File: src/rtl/button_debouncer.sv
// Debounces the four board pushbuttons into clean levels plus one-cycle
// press/release pulses; one synchronizer + counter + FSM lane per button.

module debounce_lane #(
   parameter int DEBOUNCE_CYCLES = 1000000,
   parameter int CNT_WIDTH       = 20
) (
   input  logic clk,
   input  logic reset,
   input  logic raw,
   output logic level,
   output logic press,
   output logic rls
);
   typedef enum logic [1:0] {IDLE, ARM_HIGH, HIGH, ARM_LOW} state_t;

   localparam logic [CNT_WIDTH-1:0] CNT_LAST = CNT_WIDTH'(DEBOUNCE_CYCLES - 1);

   state_t               state, state_nxt;
   logic [CNT_WIDTH-1:0] cnt, cnt_nxt;
   logic                 s1, s2;
   logic                 press_nxt, rls_nxt;

   always_ff @(posedge clk or posedge reset) begin
      if (reset) begin
         s1    <= 1'b0;
         s2    <= 1'b0;
         state <= IDLE;
         cnt   <= '0;
         level <= 1'b0;
         press <= 1'b0;
         rls   <= 1'b0;
      end else begin
         s1    <= raw;
         s2    <= s1;
         state <= state_nxt;
         cnt   <= cnt_nxt;
         // level is registered from the next state so it moves with the pulse
         level <= (state_nxt == HIGH) || (state_nxt == ARM_LOW);
         press <= press_nxt;
         rls   <= rls_nxt;
      end
   end

   always_comb begin
      state_nxt = state;
      cnt_nxt   = cnt;
      press_nxt = 1'b0;
      rls_nxt   = 1'b0;
      case (state)
         IDLE: begin
            if (s2) begin
               state_nxt = ARM_HIGH;
               cnt_nxt   = '0;
            end
         end
         ARM_HIGH: begin
            if (!s2) begin
               state_nxt = IDLE;
               cnt_nxt   = '0;
            end else if (cnt == CNT_LAST) begin
               state_nxt = HIGH;
               press_nxt = 1'b1;
            end else begin
               cnt_nxt = cnt + 1'b1;
            end
         end
         HIGH: begin
            if (!s2) begin
               state_nxt = ARM_LOW;
               cnt_nxt   = '0;
            end
         end
         ARM_LOW: begin
            if (s2) begin
               state_nxt = HIGH;
               cnt_nxt   = '0;
            end else if (cnt == CNT_LAST) begin
               state_nxt = IDLE;
               rls_nxt   = 1'b1;
            end else begin
               cnt_nxt = cnt + 1'b1;
            end
         end
         default: state_nxt = IDLE;
      endcase
   end
endmodule

module button_debouncer #(
   parameter int DEBOUNCE_CYCLES = 1000000,
   parameter int CNT_WIDTH       = 20
) (
   input  logic       clk,
   input  logic       reset,
   input  logic       btnU_raw,
   input  logic       btnL_raw,
   input  logic       btnD_raw,
   input  logic       btnR_raw,
   output logic       btnU,
   output logic       btnL,
   output logic       btnD,
   output logic       btnR,
   output logic [3:0] press,
   output logic [3:0] release_pulse
);
   localparam int NUM_LANES = 4;

   // lane order {U,L,D,R} matches the press/release bit order
   logic [NUM_LANES-1:0] raw_vec;
   logic [NUM_LANES-1:0] lvl_vec;

   assign raw_vec = {btnU_raw, btnL_raw, btnD_raw, btnR_raw};
   assign {btnU, btnL, btnD, btnR} = lvl_vec;

   for (genvar g = 0; g < NUM_LANES; g++) begin : g_lane
      debounce_lane #(
         .DEBOUNCE_CYCLES(DEBOUNCE_CYCLES),
         .CNT_WIDTH      (CNT_WIDTH)
      ) u_lane (
         .clk  (clk),
         .reset(reset),
         .raw  (raw_vec[g]),
         .level(lvl_vec[g]),
         .press(press[g]),
         .rls  (release_pulse[g])
      );
   end
endmodule

File: config.mk
export PLATFORM = sky130hd
export DESIGN_NAME = button_debouncer
export DESIGN_NICKNAME = d
export VERILOG_FILES = /design/src/rtl/button_debouncer.sv
export SDC_FILE = /design/constraint.sdc
export NUM_CORES = 1
export LEC_CHECK = 0
export ABC_AREA = 1
export BUFFER_PORTS_ARGS = -buffer_cell sky130_fd_sc_hd__clkbuf_2
export CAP_MARGIN = 15
export CORE_MARGIN = 1
export CORE_UTILIZATION = 55
export CTS_BUF_LIST = sky130_fd_sc_hd__clkbuf_4 sky130_fd_sc_hd__clkbuf_8
export CTS_CLUSTER_DIAMETER = 100
export CTS_CLUSTER_SIZE = 30
export DETAILED_ROUTE_END_ITERATION = 7
export PLACE_DENSITY = 0.72
export SLEW_MARGIN = 20
export SYNTH_ARGS = -nofsm -noshare
export SYNTH_HDL_FRONTEND = slang
export SYNTH_SLANG_ARGS = --single-unit
export TNS_END_PERCENT = 30
File: constraint.sdc
create_clock -name clk -period 4.5 [get_ports clk]
set_clock_uncertainty 0.15 [all_clocks]
set_input_delay 1.125 -clock clk [delete_from_list [all_inputs] [get_ports clk]]
set_output_delay 1.125 -clock clk [all_outputs]
set_load 0.02 [all_outputs]
==> results.toml <==
[status]
status = "finished with violations"
violations = "DRC"

[cts]
numCtsBuffers = 9
clock_sinks = 108
clk_latency_ps = 390
htreeDepth = 3
cts_tree = "done"
cts_resized = 0
clockBufferDepth = 2
clk_pin_slew_worst_paths_ps = 110
cts_root_buf = "clkbuf_8"
post_cts_buffers = 0
cts_hold_buf = 0

[sta]
report.final.slew_viol_count = 0
rsz0062_at_grt = "no"
setup_viol = 0
timing.fmax_mhz = 453.4
max_slew_margin_pct = 47.05
whs_ps = 211.2
min_period_ps = 2206
finalCritPeriodShare_pct = 49.02
fin_tns_setup_ps = 0
tightestPinTransition_ps = 794.3
hold_viol = 0

[final_layout]
syn2layout_area_growth_pct = 5.864
fillCellCount = 1145
layout_commonest_cell = "nand2_1"
layout-drive-gt1-share_pct = 9.529
diodes = 0
final_nets = 1002
finalNonFillerCells = 1144
design_area_um2 = 7138
layout_common_cells = "nand2_1 (273), nor2_1 (138), nand3_1 (132)"

[floorplan]
std_cell_rows = 40
fp.dieW_um = 112.7
fp.dieH_um = 112.7
ios = 18
core-area_um2 = 11960
initial_core_util_pct = 56.37
die-area_um2 = 12710

[placed_design]
dpl_cell_area_um2 = 6939
portBuffers = 17
placed_cells = 1128
gp_congestion = 0.9620
dp_hpwl_mm = 10.70

[pwr]
p_per_area_nw_per_um2 = 237.6
ir_worst_vdd_mv = 0.2560
cellLeakagePower_nw = 3.415

[global_routing]
antenna_found_initial = 0
grt_max_degree = 66
grt_pass1_wl_mm = 25.01
grt_usage_pct = 24.31
grt_pass1_vias = 5504
grt-ovfl-total = 0

[synth]
avgSynthCellArea_um2 = 6.909
syn_area_um2 = 6743
seq_area_frac_synth_pct = 40.08
synthDistinctLibCells = 37
synth_nets = 986
syn_inst = 976
synth-seq-cells = 108
ys_warn_count = 0

[hold_path]
min_to = "g_lane[2].u_lane.s2"
hold_start = "g_lane[2].u_lane.s1"
hold_path.class = "flop to flop"
min_path_cells = 0

[detailed_routing]
drt_iter0_drc = 427
wl_per_cell_um = 12.64
antenna_left = 0
drt_pass1_iterations = 7
via_count = 5998
routed_wirelength_mm = 14.46
viasPerCell = 5.243
route.detailed.drc = 1

[worst_setup_path]
arrival_ps = 930
worstRegToRegCells = 8
r2r_end = "g_lane[0].u_lane.level"
endpoint_kind = "output pin"
cp_top_family = "flip-flops"
regToRegStartpoint = "g_lane[0].u_lane.cnt[0]"
cp_num_buf_inv = 1
crit_slowest_cell = "dfrtp_1"
slowest_delay_ps = 400
crit_path_cell_trace = "clkbuf_2"
r2r_slack_ps = 2550
cp_max_fo = 1
crit_required_ps = 3220
worstSetupPathType = "flop to output pin"
start_kind = "flop"

[job]
drv_cap = 0
==> routing by layer <==
metal  vias to the layer above  track usage (%)  share of wire [%]
li1                       3126                -                  -
met5                         -                0                  0
met3                         8            4.928                3.8
met1                      2753            33.35                 49
met2                       111            39.92                 47
met4                         0            5.422               0.64
==> how the worst max path moves through the flow <==
| stage | slack [ps] | start | to | cells after the start |
|---|---|---|---|---|
| 2_1_floorplan | 380 | reset | g_lane[0].u_lane.cnt[0] | 1 |
| 3_3_place_gp | 2290 | reset | g_lane[0].u_lane.cnt[0] | 3 |
| 3_5_place_dp | 2280 | reset | g_lane[0].u_lane.cnt[9] | 3 |
| 4_1_cts | 2270 | g_lane[3].u_lane.press | press[3] | 1 |
| 5_1_grt | 2250 | g_lane[3].u_lane.press | press[3] | 1 |
| 6_report | 2290 | g_lane[3].u_lane.press | press[3] | 1 |
==> where the power goes <==
group / leakage (nW) / internal (mW) / switching, mW
clock network: 0.104 / 0.261 / 0.345
registers: 1.48 / 0.982 / 0.0192
logic: 1.83 / 0.0210 / 0.0680
total: 3.41 / 1.26 / 0.432
==> sequential cells by signal, indices dropped and copies added (netlist names) <==
| name | cells |
|---|---|
| g_lane.u_lane.level | 4 |
| g_lane.u_lane.press | 4 |
| g_lane.u_lane.rls | 4 |
| g_lane.u_lane.state | 8 |
| g_lane.u_lane.cnt | 80 |
| g_lane.u_lane.s2 | 4 |
| g_lane.u_lane.s1 | 4 |
==> kinds of logic (layout without fill, tap and decap cells) <==
group           after synthesis  count (layout)  synth area share (%)
compound gates               69              69                 5.363
xor+xnor                     16              16                 2.078
fa+ha+maj                     4               4                0.7423
buf+inv                     146             167                 8.851
flops                       108             108                 40.08
simple gates                633             633                 42.88
==> cell usage after synthesis <==
cell | instances | area (µm²)
nor3_1 | 12 | 60.06
inv_4 | 1 | 6.260
nand3_4 | 2 | 35.03
nand3b_1 | 1 | 7.510
nand2_2 | 10 | 62.56
o21a_1 | 1 | 7.510
ha_1 | 4 | 50.05
o21ai_0 | 39 | 195.2
nor2_4 | 6 | 67.56
o21bai_1 | 2 | 15.01
a21oi_1 | 13 | 65.06
inv_2 | 7 | 26.28
o22ai_1 | 4 | 25.02
nand2_4 | 4 | 45.04
o21ai_1 | 9 | 45.04
nor2_8 | 2 | 40.04
xnor2_1 | 2 | 17.52
nand2_1 | 273 | 1025
nor2_1 | 138 | 518.0
nand4_1 | 25 | 156.4
clkbuf_1 | 1 | 3.750
nand4_2 | 1 | 12.51
nor2_2 | 14 | 87.58
or2_1 | 1 | 6.260
xor2_1 | 14 | 122.6
dfrtp_1 | 108 | 2703
inv_1 | 123 | 461.7
o21ai_2 | 1 | 8.760
or2_2 | 4 | 25.02
buf_6 | 1 | 11.26
nor3_2 | 3 | 30.03
nand3_1 | 132 | 660.6
nand3_2 | 4 | 40.04
nor3b_2 | 1 | 12.51
buf_2 | 1 | 5.000
clkinv_1 | 2 | 7.510
buf_4 | 10 | 75.07
==> layout make-up <==
class / instances / area (µm²) / area share [%]
Timing Repair Buffer: 18 / 105.1 / 1.472
Tap cell: 147 / 183.9 / 2.577
Clock buffer: 9 / 123.9 / 1.735
Clock inverter: 7 / 75.07 / 1.052
Sequential cell: 108 / 2703 / 37.86
Multi-Input combinational cell: 722 / 3443 / 48.24
Inverter: 133 / 504.2 / 7.064
==> through the flow <==
step	total power, mW	utilization (%)	setup WS, ps
CTS	1.721	59.68	2268
finish	1.696	59.68	2294
global route	1.768	59.68	2249
global placement	1.109	58.01	2294
detailed placement	1.111	58.01	2283
floorplan	1.084	-	379.4
(Power assumes the default switching activity.)
